`src/rtl/count_monitor.sv`:
```
// count_monitor: observes the 4-bit free-running counter and classifies each transition.
// The classes are step, wrap, clear, jump and threshold match. It keeps a modulo wrap
// count and queues notable transitions in a small FWFT event FIFO (valid/ready drain).
module count_monitor #(
    parameter int unsigned WRAP_W     = 8,
    parameter int unsigned FIFO_DEPTH = 4
) (
    input  logic              clk,
    input  logic              reset,
    input  logic [3:0]        q_in,
    input  logic [3:0]        thresh,
    input  logic              clr,
    input  logic              evt_ready,
    output logic              evt_valid,
    output logic [1:0]        evt_code,
    output logic [3:0]        evt_q,
    output logic [WRAP_W-1:0] evt_wraps,
    output logic              match,
    output logic [WRAP_W-1:0] wrap_cnt,
    output logic              err_sticky,
    output logic              ovf_sticky
);

    localparam int unsigned PTR_W = (FIFO_DEPTH > 2) ? $clog2(FIFO_DEPTH) : 1;
    localparam int unsigned CNT_W = PTR_W + 1;
    localparam logic [CNT_W-1:0] FullCnt = CNT_W'(FIFO_DEPTH);

    localparam logic [1:0] EvtMatch = 2'd0;
    localparam logic [1:0] EvtWrap  = 2'd1;
    localparam logic [1:0] EvtClear = 2'd2;
    localparam logic [1:0] EvtJump  = 2'd3;

    // Previous sample tracking
    logic [3:0] prev_q;
    logic       prev_vld;

    // Transition classification
    logic [3:0] diff;
    logic       is_wrap;
    logic       is_clear;
    logic       is_jump;
    logic       is_match;

    // Event generation and status next-state
    logic              push;
    logic [1:0]        push_code;
    logic [WRAP_W-1:0] wrap_inc;
    logic [WRAP_W-1:0] wrap_cnt_d;
    logic              err_d;
    logic              ovf_d;

    // FIFO storage and control
    logic [1:0]        code_mem  [FIFO_DEPTH];
    logic [3:0]        q_mem     [FIFO_DEPTH];
    logic [WRAP_W-1:0] wraps_mem [FIFO_DEPTH];
    logic [PTR_W-1:0]  wr_ptr;
    logic [PTR_W-1:0]  rd_ptr;
    logic [CNT_W-1:0]  fifo_cnt;
    logic [CNT_W-1:0]  fifo_cnt_d;
    logic              fifo_empty;
    logic              fifo_full;
    logic              pop;
    logic              push_ok;
    logic              drop;

    // Classify the transition from prev_q to q_in; nothing fires on the load-only edge
    always_comb begin
        diff     = q_in - prev_q;
        is_wrap  = 1'b0;
        is_clear = 1'b0;
        is_jump  = 1'b0;
        is_match = 1'b0;
        if (prev_vld) begin
            is_wrap  = (diff == 4'd1) && (prev_q == 4'hF);
            is_clear = (q_in == 4'd0) && (diff > 4'd1);
            is_jump  = (q_in != 4'd0) && (diff > 4'd1);
            is_match = (q_in == thresh) && (diff != 4'd0);
        end
    end

    // Pick one event by priority and compute status next-state (clr overrides updates)
    always_comb begin
        push      = is_jump | is_clear | is_wrap | is_match;
        push_code = EvtMatch;
        if (is_jump) begin
            push_code = EvtJump;
        end else if (is_clear) begin
            push_code = EvtClear;
        end else if (is_wrap) begin
            push_code = EvtWrap;
        end
        wrap_inc   = is_wrap ? (wrap_cnt + WRAP_W'(1)) : wrap_cnt;
        wrap_cnt_d = clr ? '0 : wrap_inc;
        err_d      = ~clr & (err_sticky | is_jump);
        ovf_d      = ~clr & (ovf_sticky | drop);
    end

    // FIFO control: a pop frees the slot so a push into a full FIFO is still accepted
    always_comb begin
        fifo_empty = (fifo_cnt == '0);
        fifo_full  = (fifo_cnt == FullCnt);
        pop        = ~fifo_empty & evt_ready;
        push_ok    = push & (~fifo_full | pop);
        drop       = push & fifo_full & ~pop;
        fifo_cnt_d = fifo_cnt;
        if (push_ok && !pop) begin
            fifo_cnt_d = fifo_cnt + CNT_W'(1);
        end else if (!push_ok && pop) begin
            fifo_cnt_d = fifo_cnt - CNT_W'(1);
        end
    end

    // First-word-fall-through head; zero when empty
    always_comb begin
        evt_valid = ~fifo_empty;
        evt_code  = fifo_empty ? 2'd0 : code_mem[rd_ptr];
        evt_q     = fifo_empty ? 4'd0 : q_mem[rd_ptr];
        evt_wraps = fifo_empty ? '0   : wraps_mem[rd_ptr];
    end

    // Sample tracking and status registers
    always_ff @(posedge clk or negedge reset) begin
        if (!reset) begin
            prev_q     <= 4'd0;
            prev_vld   <= 1'b0;
            match      <= 1'b0;
            wrap_cnt   <= '0;
            err_sticky <= 1'b0;
            ovf_sticky <= 1'b0;
        end else begin
            prev_q     <= q_in;
            prev_vld   <= 1'b1;
            match      <= is_match;
            wrap_cnt   <= wrap_cnt_d;
            err_sticky <= err_d;
            ovf_sticky <= ovf_d;
        end
    end

    // FIFO pointers, occupancy and storage
    always_ff @(posedge clk or negedge reset) begin
        if (!reset) begin
            wr_ptr   <= '0;
            rd_ptr   <= '0;
            fifo_cnt <= '0;
            for (int i = 0; i < FIFO_DEPTH; i++) begin
                code_mem[i]  <= 2'd0;
                q_mem[i]     <= 4'd0;
                wraps_mem[i] <= '0;
            end
        end else begin
            fifo_cnt <= fifo_cnt_d;
            if (push_ok) begin
                code_mem[wr_ptr]  <= push_code;
                q_mem[wr_ptr]     <= q_in;
                // Unclipped value: a coincident clr zeroes wrap_cnt but not the record
                wraps_mem[wr_ptr] <= wrap_inc;
                wr_ptr            <= wr_ptr + PTR_W'(1);
            end
            if (pop) begin
                rd_ptr <= rd_ptr + PTR_W'(1);
            end
        end
    end

endmodule

```
`config.mk`:
```
export PLATFORM = sky130hd
export DESIGN_NAME = count_monitor
export DESIGN_NICKNAME = d
export VERILOG_FILES = /design/src/rtl/count_monitor.sv
export SDC_FILE = /design/constraint.sdc
export NUM_CORES = 1
export LEC_CHECK = 0
export ABC_CLOCK_PERIOD_IN_PS = 3370
export CORE_ASPECT_RATIO = 0.9
export CORE_UTILIZATION = 40
export DETAILED_ROUTE_END_ITERATION = 10
export PLACE_DENSITY = 0.69
export SLEW_MARGIN = 10
export SYNTH_ARGS = -nofsm -noshare
export SYNTH_HDL_FRONTEND = slang
export SYNTH_SLANG_ARGS = --single-unit
export TNS_END_PERCENT = 50
```
`constraint.sdc`:
```
create_clock -name clk -period 3.37 [get_ports clk]
set_input_delay 1.011 -clock clk [delete_from_list [all_inputs] [get_ports clk]]
set_output_delay 1.011 -clock clk [all_outputs]
set_load 0.01 [all_outputs]
```
==> impl_metrics.json <==
{
  "max-slew-margin-rel": 0.3433,
  "finalNetCount": 365,
  "die_y_um": 97.51,
  "clock_latency_ns": 0.35,
  "synth-simple-area-share": 0.07901,
  "max-cap-violations": 0,
  "die_w_um": 108.1,
  "netlist_instances": 269,
  "drc": 0,
  "num_antenna_cells": 0,
  "post_synth.cell_area_avg_um2": 15.07,
  "cts_buffer_depth": 2,
  "port_buffers": 37,
  "start_util": 0.4161,
  "critPathRequiredTime_ns": 3.64,
  "cts_root_buf": "clkbuf_8",
  "finalSetupViolations": 0,
  "dpl.cell_count": 451,
  "dp_hpwl_um": 5387,
  "fmax_mhz": 312.1,
  "synth_top_family_by_area": "multiplexers",
  "report.final.hold_viol_count": 0,
  "avgViaCountPerCell": 5.000,
  "synth_seq_cells": 79,
  "worst_setup_path_start_kind": "input pin",
  "tritoncts": "yes",
  "power_density_nw_per_um2": 671.2,
  "synth-compound-area-share": 0.04660,
  "cp_top_family": "buffers and inverters",
  "fin_util": 0.5213,
  "numCtsBuffers": 9,
  "fin_cells": 473,
  "hp-class": "register to register",
  "netlist_area_um2": 4054,
  "clock_sinks": 79,
  "cpMostUsedCell": "buf_4",
  "p_total_mw": 3.409,
  "arrival_ns": 3.47,
  "drt-total-wl_um": 8038,
  "crit_fanout": 4,
  "status": "completed",
  "syn_to_final_growth_pct": 25.28,
  "routedWlPerCell_um": 16.99,
  "final.period_utilization": 0.9509,
  "htree_levels": 3,
  "drive_gt1_frac": 0.4236,
  "cp_num_buf_inv": 4,
  "finalClockSkew_ns": 0.008050,
  "gp_congestion": 0.7889,
  "ys_types": 42,
  "dr.pass1.iters": 4,
  "die_area_um2": 10540,
  "synthXorXnorAreaFrac": 0.04290,
  "io_pins": 38,
  "ys_seq_area_frac": 0.4877,
  "period_minus_slack_ns": 3.204,
  "grt_pass1_vias": 2563,
  "cp-end-kind": "register",
  "grt_max_degree": 80,
  "grt_overflow": 0,
  "path_class": "input pin to register",
  "synth.area.mux_share": 0.2759,
  "power_leakage_nw": 2.362,
  "slowest_delay_ns": 0.43,
  "path_cells": "dlygate4sd2_1, fa_2, xnor2_2, nor2b_4, a31oi_4, o21a_1, ha_2, buf_4, buf_4, buf_4, xor2_1, nor2_1, xor2_1",
  "synth_top_cell_area_share": 0.4877,
  "synthTopCellsByArea": "dfrtp_1 (49%), mux2_4 (15%), mux4_2 (7.8%)",
  "peakVddDrop_uv": 449.5,
  "path_clk_slew_ns": 0.08,
  "yosys.area_share.adder": 0.03765,
  "rows": 34,
  "coreArea_um2": 9742,
  "final_antenna_net_count": 0,
  "max_slew.worst_pin.slew_ns": 0.9850,
  "grt_pass1_wl_um": 13470,
  "drt_iter0_drc": 85,
  "setup_tns_ns": 0,
  "syn_nets": 292,
  "grt_usage": 0.1694,
  "drv_slew": 0,
  "antenna_found_initial": 0,
  "ctsHoldBuffers": 0,
  "yosysTopAreaCell": "dfrtp_1",
  "rsz0062_at_grt": "false",
  "yosysWarningCount": 0,
  "vias": 2365,
  "fillers": 827,
  "slowest_stage": "fa_2"
}
what timing repair did:
| item | 4_1_cts | 5_1_grt |
|---|---|---|
| cloned | 0 | 0 |
| pin swaps | 5 | 7 |
| resized for setup | 5 | 8 |
| setup endpoints to repair | 26 | 4 |
| buffers inserted | 2 | 4 |
through the flow:
stage | hold slack [ns] | instance area [um2] | worst slack [ns]
floorplan | 0.4466 | 4070 | -0.1338
CTS | 0.5027 | 5036 | 0.02275
detailed placement | 0.4894 | 4797 | -0.5080
global placement | 0.4739 | 4797 | -0.4234
global route | 0.5195 | 5079 | 0.03955
finish | 0.4973 | 5079 | 0.1655
per-layer routing:
metal	share of wire	up-vias	track usage
li1	-	1096	-
met5	0	-	0
met2	0.49	31	0.2567
met4	0.014	0	0.05058
met3	0.028	8	0.04561
met1	0.47	1230	0.2365
cell usage after synthesis:
master and instances:
dfrtp_1 79, mux2_4 40, mux2_2 18, and2_1 14, mux4_2 14, xnor2_1 13, inv_1 10, ha_1 9
nand2_1 8, nor2b_1 8, xor2_1 5, a21oi_1 4, buf_6 4, clkbuf_1 4, nand4_1 4, o211ai_4 4
nand3_1 3, a31oi_4 2, and3_1 2, fa_1 2, a21oi_2 1, and3_4 1, and4b_1 1, buf_1 1
buf_2 1, buf_4 1, clkbuf_2 1, conb_1 1, nand2b_1 1, nand3b_1 1, nor2_1 1, nor2_4 1
nor3_1 1, nor4_4 1, o21a_1 1, o21bai_1 1, o31a_1 1, o41ai_1 1, or3_1 1, or4_1 1
or4b_1 1, xnor2_2 1
cell type report:
class / count / area [um2] / share of cell area
clock buffers: 11 / 131.4 / 0.02587
inverters: 10 / 37.54 / 0.007391
multi-input cells: 168 / 2001 / 0.3939
clock inverters: 5 / 82.58 / 0.01626
well taps: 126 / 157.7 / 0.03104
flip-flops and latches: 79 / 1977 / 0.3893
repair buffers: 74 / 691.9 / 0.1362
where the power goes:
| group | total [mW] | switching (mW) | internal (mW) |
|---|---|---|---|
| clock | 0.760 | 0.342 | 0.418 |
| combinational | 1.38 | 0.576 | 0.808 |
| sequential | 1.27 | 0.118 | 1.15 |
sequential cells by signal (all words and copies together), names as in the netlist:
| name | count |
|---|---|
| wraps_mem | 32 |
| q_mem | 16 |
| code_mem | 8 |
| wrap_cnt | 8 |
| prev_q | 4 |
| fifo_cnt | 3 |
| rd_ptr | 2 |
| wr_ptr | 2 |
| err_sticky | 1 |
| match | 1 |
| ovf_sticky | 1 |
| prev_vld | 1 |
cell usage in the layout, fill, tap and decap left out, types with 3 or more instances in the layout:
cell	instances
buf_4	34
mux2_4	40
o211ai_4	4
inv_1	8
mux2_2	18
xnor2_1	12
nand4_1	4
buf_12	4
nand3_1	3
mux4_2	14
and2_1	14
xor2_1	5
nand2_1	8
dfrtp_1	79
clkinvlp_4	3
clkbuf_8	9
a21oi_1	3
nor2b_1	7
clkdlybuf4s50_1	33
ha_1	6
path summary, 6_finish.rpt:
path	endpoint	startpoint	depth (start not counted)	slack, ns
setup / recovery	fifo_cnt[2]	q_in[1]	13	0.17
hold / removal	fifo_cnt[2]	fifo_cnt[2]	1	0.50
setup reg to reg	fifo_cnt[2]	prev_q[0]	14	0.59
hold reg to reg	fifo_cnt[2]	fifo_cnt[2]	1	0.50
max in group asynchronous	ovf_sticky	reset	1	1.91
min in group asynchronous	wraps_mem[27]	reset	1	0.80
cells by family after synthesis:
family | after synthesis
XOR/XNOR | 19
other | 1
multiplexers | 72
flip-flops | 79
adder cells (fa/ha/maj) | 11
AO/OA/AOI/OAI | 15
buffers and inverters | 22
AND/OR/NAND/NOR | 50
worst reg2reg max path: stages (launching register included):
cell     delay (ns)
dfrtp_1        0.38
ha_2           0.20
inv_2          0.04
fa_2           0.35
xnor2_2        0.19
nor2b_4        0.23
a31oi_4        0.10
o21a_1         0.22
ha_2           0.20
buf_4          0.13
buf_4          0.12
buf_4          0.12
xor2_1         0.15
nor2_1         0.12
xor2_1         0.14
Note: power is estimated with default switching activity, not from simulation.
